`config.mk`:
```
export PLATFORM = sky130hd
export DESIGN_NAME = fpmul_stage4_pack
export DESIGN_NICKNAME = d
export VERILOG_FILES = /design/src/rtl/fpmul_stage4_pack.sv
export SDC_FILE = /design/constraint.sdc
export NUM_CORES = 1
export LEC_CHECK = 0
export CORE_MARGIN = 2
export CORE_UTILIZATION = 44
export DETAILED_ROUTE_END_ITERATION = 10
export HOLD_SLACK_MARGIN = 0.05
export PLACE_DENSITY = 0.74
export SLEW_MARGIN = 0
export SYNTH_ARGS = -nofsm -noshare
export SYNTH_HDL_FRONTEND = slang
export SYNTH_SLANG_ARGS = --single-unit
```
`constraint.sdc`:
```
create_clock -name clk -period 1.8 [get_ports clk]
set_clock_uncertainty 0.15 [all_clocks]
set_input_delay 0.36 -clock clk [delete_from_list [all_inputs] [get_ports clk]]
set_output_delay 0.36 -clock clk [all_outputs]
set_load 0.05 [all_outputs]
```
`src/rtl/fpmul_stage4_pack.sv`:
```
// fpmul_stage4_pack: last stage of the four-stage single-precision multiplier.
// Renormalises the rounded significand, applies exception overrides, packs the
// IEEE-754 word and hands it downstream via a valid/ready interface backed by
// an output register plus one skid register.
// Optional feature macro: FPMUL_STICKY_FLAGS_EN builds the sticky exception
// flags; without it the flag outputs are tied low and flags_clr is ignored.
module fpmul_stage4_pack #(
  parameter int          SIG_width   = 28,
  parameter logic [31:0] NAN_PATTERN = 32'h7FC00000
) (
  input  logic                 clk,
  input  logic                 rst_n,
  input  logic                 in_valid,
  output logic                 in_ready,
  input  logic [7:0]           EXP_in,
  input  logic [SIG_width-1:0] SIG_in,
  input  logic                 SIGN_in,
  input  logic                 EXP_pos_in,
  input  logic                 EXP_neg_in,
  input  logic                 isINF_in,
  input  logic                 isNaN_in,
  input  logic                 isZ_in,
  output logic                 out_valid,
  input  logic                 out_ready,
  output logic [31:0]          FP_Z,
  input  logic                 flags_clr,
  output logic                 flag_ov,
  output logic                 flag_uf,
  output logic                 flag_nv,
  output logic                 flag_nx
);

  logic                 carryBit;
  logic [SIG_width-1:0] sigNorm;
  logic [8:0]           exp9;
  logic                 ovCond;
  logic                 ufCond;
  logic                 nxCond;
  logic                 specialCase;
  logic [31:0]          packedWord;

  logic                 accept;
  logic                 drain;

  logic [31:0]          fpZ_q, fpZ_d;
  logic                 outValid_q, outValid_d;
  logic [31:0]          skid_q, skid_d;
  logic                 skidFull_q, skidFull_d;

  logic                 unusedBits;

  // Renormalise after rounding, derive exception conditions and pack the word.
  always_comb begin
    carryBit    = SIG_in[SIG_width-1];
    sigNorm     = carryBit ? (SIG_in >> 1) : SIG_in;
    exp9        = {1'b0, EXP_in} + {8'd0, carryBit};
    ovCond      = EXP_pos_in | (exp9 >= 9'd255);
    ufCond      = EXP_neg_in | (exp9 == 9'd0);
    nxCond      = (|sigNorm[SIG_width-26:0]) | (carryBit & SIG_in[0]);
    specialCase = isNaN_in | isINF_in | isZ_in;
    if (isNaN_in) begin
      packedWord = NAN_PATTERN;
    end else if (isINF_in) begin
      packedWord = {SIGN_in, 8'hFF, 23'h0};
    end else if (isZ_in) begin
      packedWord = {SIGN_in, 31'h0};
    end else if (ovCond) begin
      packedWord = {SIGN_in, 8'hFF, 23'h0};
    end else if (ufCond) begin
      packedWord = {SIGN_in, 31'h0};
    end else begin
      packedWord = {SIGN_in, exp9[7:0], sigNorm[SIG_width-3 -: 23]};
    end
  end

  assign in_ready  = ~skidFull_q;
  assign out_valid = outValid_q;
  assign FP_Z      = fpZ_q;
  assign accept    = in_valid & ~skidFull_q;
  assign drain     = outValid_q & out_ready;

  // Next state of the output/skid pair: FIFO order, skid refills the output on drain.
  always_comb begin
    fpZ_d      = fpZ_q;
    outValid_d = outValid_q;
    skid_d     = skid_q;
    skidFull_d = skidFull_q;
    if (drain) begin
      if (skidFull_q) begin
        fpZ_d      = skid_q;
        skidFull_d = 1'b0;
      end else if (accept) begin
        fpZ_d = packedWord;
      end else begin
        outValid_d = 1'b0;
      end
    end else if (accept) begin
      if (!outValid_q) begin
        fpZ_d      = packedWord;
        outValid_d = 1'b1;
      end else begin
        skid_d     = packedWord;
        skidFull_d = 1'b1;
      end
    end
  end

  // Output and skid registers; reset discards any beats in flight.
  always_ff @(posedge clk or negedge rst_n) begin
    if (!rst_n) begin
      fpZ_q      <= 32'h0;
      outValid_q <= 1'b0;
      skid_q     <= 32'h0;
      skidFull_q <= 1'b0;
    end else begin
      fpZ_q      <= fpZ_d;
      outValid_q <= outValid_d;
      skid_q     <= skid_d;
      skidFull_q <= skidFull_d;
    end
  end

`ifdef FPMUL_STICKY_FLAGS_EN
  logic flagOv_q, flagOv_d;
  logic flagUf_q, flagUf_d;
  logic flagNv_q, flagNv_d;
  logic flagNx_q, flagNx_d;
  logic setOv, setUf, setNv, setNx;

  // Sticky flag next state: a set event in the same cycle wins over a clear.
  always_comb begin
    setNv    = accept & isNaN_in;
    setOv    = accept & ~specialCase & ovCond;
    setUf    = accept & ~specialCase & ufCond;
    setNx    = accept & ~specialCase & nxCond;
    flagOv_d = (flagOv_q & ~flags_clr) | setOv;
    flagUf_d = (flagUf_q & ~flags_clr) | setUf;
    flagNv_d = (flagNv_q & ~flags_clr) | setNv;
    flagNx_d = (flagNx_q & ~flags_clr) | setNx;
  end

  // Sticky flag registers.
  always_ff @(posedge clk or negedge rst_n) begin
    if (!rst_n) begin
      flagOv_q <= 1'b0;
      flagUf_q <= 1'b0;
      flagNv_q <= 1'b0;
      flagNx_q <= 1'b0;
    end else begin
      flagOv_q <= flagOv_d;
      flagUf_q <= flagUf_d;
      flagNv_q <= flagNv_d;
      flagNx_q <= flagNx_d;
    end
  end

  assign flag_ov    = flagOv_q;
  assign flag_uf    = flagUf_q;
  assign flag_nv    = flagNv_q;
  assign flag_nx    = flagNx_q;
  assign unusedBits = &{1'b0, sigNorm[SIG_width-1:SIG_width-2]};
`else
  assign flag_ov    = 1'b0;
  assign flag_uf    = 1'b0;
  assign flag_nv    = 1'b0;
  assign flag_nx    = 1'b0;
  assign unusedBits = &{1'b0, sigNorm[SIG_width-1:SIG_width-2], flags_clr, nxCond, specialCase};
`endif

endmodule

```
## Word-level counts from Yosys, hierarchy flattened

Cells that the tools add are included.

- Bits of input ports: 47
- Logic and storage cells: 41
- Bits in registers: 66

- Add/subtract/negate cells: 1
- Reductions and logical operators: 8
- Muxes and demuxes: 18
- Order comparisons: 1
- Bitwise operators: 6
- Eq/ne operators: 3

Operator list:

| operator | number |
|---|---|
| two-way mux 32 bit | 6 |
| two-way mux 31 bit | 4 |
| two-way mux 26 bit | 1 |
| adder 8 x 1 -> 9 bit | 1 |
| >= comparator 9 x 8 -> 1 bit (second input constant) | 1 |
| zero test 9 bit | 1 |
| AND reduction 3 bit | 3 |
| two-way mux 1 bit | 7 |
| != test 2 bit (second input constant) | 3 |
| nonzero test 2 bit | 3 |
| AND 1 bit | 2 |
| inverter 1 bit | 2 |
| OR 1 bit | 2 |
| AND reduction 2 bit | 1 |

## Logic depth before layout (Yosys ltp)

- Depth after elaboration: 11
- Mapped depth: 9
- Gate-level depth less buffers: 8

## Worst setup path before layout

OpenSTA, ideal clock, no wires.

- Path kind: input to register
- Start: in EXP_in[0]
- End: reg fpZ_q[15], in the netlist FP_Z[15]
- Stages on the path: 9
- Data required time: 1.573 ns
- Arrival time: 2.093 ns
- Path slack: -0.520 ns
- Path through: ha_1 > ha_1 > nand3_2 > nor2_1 > xor2_1 > a311oi_4 > nand3_4 > buf_6 > o21ai_1

- Word-level cells in the longest chain between the ends: 11

Ends and longest elaborated chain:

| item | line | source |
|---|---|---|
| from (decl) | 15 | `input logic [7:0] EXP_in,` |
| adder 8 x 1 -> 9 bit * | 56 | `exp9 = {1'b0, EXP_in} + {8'd0, carryBit};` |
| parallel branches: the longest is 3 deep, another holds >= comparator 9 x 8 -> 1 bit | - |  |
| two-way mux 31 bit * | 67 | `end else if (ovCond) begin` |
| two-way mux 31 bit * | 65 | `end else if (isZ_in) begin` |
| two-way mux 31 bit * | 63 | `end else if (isINF_in) begin` |
| two-way mux 32 bit * | 61 | `if (isNaN_in) begin` |
| two-way mux 32 bit, on equally long branches | 98, 92 |  |
| two-way mux 32 bit, on equally long branches | 97, 89 |  |
| two-way mux 32 bit * | 88 | `if (drain) begin` |
| to (signal assigned) | 116 | `fpZ_q <= fpZ_d;` |
| to (decl) | 45 | `logic [31:0] fpZ_q, fpZ_d;` |

Mark *: on every way between the ends. The select of a mux whose other input is x is not followed.
A chain may end at the register's enable or synchronous reset.

## Worst setup path after layout

- Start: in SIG_in[27]
- End: reg fpZ_q[24], in the netlist FP_Z[24]

- Word-level cells in the longest chain between the ends: 11

Ends and longest elaborated chain:

| item | line | source |
|---|---|---|
| from (decl) | 16 | `input logic [SIG_width-1:0] SIG_in,` |
| adder 8 x 1 -> 9 bit * | 56 |  |
| parallel branches: the longest is 3 deep, another holds >= comparator 9 x 8 -> 1 bit | - |  |
| two-way mux 31 bit * | 67 |  |
| two-way mux 31 bit * | 65 |  |
| two-way mux 31 bit * | 63 |  |
| two-way mux 32 bit * | 61 |  |
| two-way mux 32 bit, on equally long branches | 98, 92 |  |
| two-way mux 32 bit, on equally long branches | 97, 89 |  |
| two-way mux 32 bit * | 88 |  |

Marked as above.

==> summary.txt <==
Die
  • Std-Cell Rows: 31
  • Die width: roughly 91 µm
  • Core Area: around 0.0073 mm²
  • Ports: 85
  • Die ar.: about 0.0083 mm²
  • Die Height: between 90 and 100 µm
  • Starting Density: 0.457

Finish
  • ANT cells: 0
  • Fillers: approximately 490
  • Commonest non-fill, non-tap cell in the layout: buf_4
  • Synth-to-Final Area Change: 54.1%
  • Fraction of layout cells with a size suffix above 1: 0.453
  • Post-Layout Cell Count: 538
  • Layout net count: between 400 and 500
  • Final core area utilization: 0.705
  • Post-route cell area: ~0.0052 mm²
  • Most frequent cells in the layout: 78 x buf_4, 65 x dfrtp_1, 43 x o21ai_2, 32 x clkdlybuf4s50_1, 29 x nand2_1

Worst setup path
  • CP Max Fanout: 4
  • WP data required: around 1.9 ns
  • R2R setup slack: -0.11 ns
  • RR Startpoint: out_valid
  • Crit Path Class: input pin to register
  • Startpoint types: input pin
  • Setup crit end kind: register
  • Critical Path AT: ~2.2 ns
  • Reg2reg end: skid_q[12]
  • R2r worst-path depth: 6

Synthesis
  • Synth Area in XOR/XNOR: 0.0209
  • Proportion of synthesized area in mux cells: 0.0687
  • Post-synth EDFFs: 0
  • Synth top area share: 0.493
  • Post-synth top area cell: dfrtp_1
  • Top post-synthesis cells by area: dfrtp_1 49%, o21ai_2 7.8%, mux2i_1 6.9%
  • Synth Flop Type: dfrtp_1
  • Yosys reg bits: between 60 and 70
  • Synth Area in Simple Gates: 0.109
  • Largest family of logic cells by synthesized area: compound AO/OA/AOI/OAI gates
  • Cell area after synthesis: roughly 0.0034 mm²
  • Synth Area in Adders: 0.00746
  • Post-Synthesis Cells: a little over 300
  • Asr flop ratio synth: 1.00
  • Distinct cells, synth: 44
  • Compound-gate portion of the synthesized area: 0.255
  • Sequential area share after synthesis: 0.493
  • Avg Inst Size Synth: 11.0 µm²
  • Synthesis Warnings: 0

Drt
  • Iteration-0 DRC Markers: between 150 and 200
  • Drt total wl: 9500 µm
  • Remaining DRCs: 0
  • First drt pass iteration count: 4
  • Final ANT Viol Nets: 0
  • Vias: approximately 3k
  • Detail-routed via count per cell: 5.52
  • WL/cell: ~18 µm

Clock network
  • CTS Buf Count: 9
  • CTS Sinks: 66
  • H-tree depth: 3
  • Root Driver: clkbuf_8
  • Clk slew on worst S/H paths: approximately 0.080 ns
  • Clk buf depth: 2
  • Skew-Pair Late Insertion Delay: between 0.3 and 0.4 ns
  • CTS tree: built

Global routing
  • GR Util All Layers: 0.230
  • First-pass GRT wire length: 15,100 µm
  • Global route overflow: 0
  • Initial antenna violation count: 0
  • Largest net degree at the start of global routing: 67
  • Vias in the first global route: roughly 3.0k

STA
  • Fin Hold WS: 0.333 ns
  • RSZ-0062 raised after global routing: yes
  • Fin Setup TNS: -11.74 ns
  • Final setup vio count: 62
  • Worst Setup Slack, final: -0.266 ns
  • Max Freq: around 480 MHz
  • Final Max Slew Viols: 0
  • Final Hold Viols: 0
  • Final period util: 1.15
  • Min Tclk post-route: just over 2 ns

Run status
  • Outcome: complete, but fails checks
  • Failing checks: setup timing

Placed design
  • Routability cong.: 0.863
  • Dpl cell area: 0.00448 mm²
  • Post-DP HPWL: roughly 5700 µm
  • DP Worst Slack: -0.945 ns
  • Port Buffers: 76
  • Placed instance count: about 500

Hold path
  • Hold Crit Depth: 2
  • Min-Delay Path Class: register to register
  • Worst hold start: skid_q[9]
  • Hold path endpoint: skid_q[9]

Pwr
  • Power, Total: roughly 5.4 mW
  • Total leakage power: approximately 2.3 nW
  • VDD IR max: ~0.00082 V
  • Power Density: around 1000 mW/mm²

Run
  • Number of max-cap violations: 0
synthesized netlist by cell type (2+ instances only):
master    instances
a21o_2            2
a21oi_1           6
a22oi_1          23
a31oi_1           3
and2_1            2
buf_4             4
buf_6             5
clkbuf_1         10
dfrtp_1          66
ha_1              2
inv_1             3
mux2i_1          23
nand2_1          31
nand2b_1          4
nand3_1           2
nand3_2           2
nand3_4           2
nor2_1           11
nor2b_1           2
nor3_1            4
nor3_2            2
o21a_1            6
o21ai_0           9
o21ai_1          12
o21ai_2          30
o22a_1           12
o22ai_1           3
xnor2_1           4
xor2_1            4
critical path: stages:
cell and delay (ns):
buf_8 0.10, ha_4 0.17, ha_4 0.19, xnor2_1 0.20
nand2_1 0.12, o31ai_4 0.29, a41oi_4 0.23, buf_6 0.18
and2_4 0.15, o21a_1 0.17
power breakdown:
group	internal (mW)	total (mW)	switching, mW
Combinational	0.872	2.16	1.29
Sequential	1.76	1.95	0.188
Clock	0.648	1.28	0.635
worst max-delay path by stage:
stage / from / to / slack [ns]
floorplan: EXP_in[0] / FP_Z[6] / -0.29
global placement: SIG_in[27] / FP_Z[10] / -0.86
detailed placement: SIG_in[27] / skid_q[11] / -0.94
CTS: SIG_in[27] / skid_q[11] / -0.15
global route: SIG_in[27] / skid_q[12] / -0.30
finish: SIG_in[27] / FP_Z[24] / -0.27
cell families (layout without fill, tap and decap cells):
kind of cell / count (synthesis) / count (layout)
compound gates: 111 / 111
simple gates: 68 / 68
flops: 66 / 66
buf+inv: 25 / 157
mux: 23 / 23
xor+xnor: 8 / 8
fa+ha+maj: 2 / 2
other cells: 1 / 4
state kept, by name (all words and copies together) (netlist names):
signal,cells
out_valid,1
skidFull_q,1
FP_Z,32
skid_q,32
final cells by class:
cell class | instances | area, µm² | share of cell area
flip-flops and latches | 66 | 1650 | 0.320
clock inverters | 7 | 77.6 | 0.0150
inverters | 3 | 11.3 | 0.00218
repair buffers | 138 | 1330 | 0.257
well taps | 99 | 124 | 0.0240
clock buffers | 9 | 124 | 0.0240
multi-input cells | 216 | 1850 | 0.358
per-layer routing:
metal / up-vias / global-route usage / wire length (µm)
met4: 0 / 0.0846 / 134
met1: 1489 / 0.289 / 3850
met2: 90 / 0.386 / 5050
li1: 1377 / - / -
met5: - / 0 / 0
met3: 14 / 0.0531 / 456
what timing repair did:
item	CTS	global route
gates resized for setup	77	12
setup buffers	10	5
gates cloned	4	0
hold buffers	1	0
pin swaps	46	11
hold endpoints to repair	66	0
endpoints found under the setup margin	62	62
No activity file was read; power rests on OpenSTA's default activity.
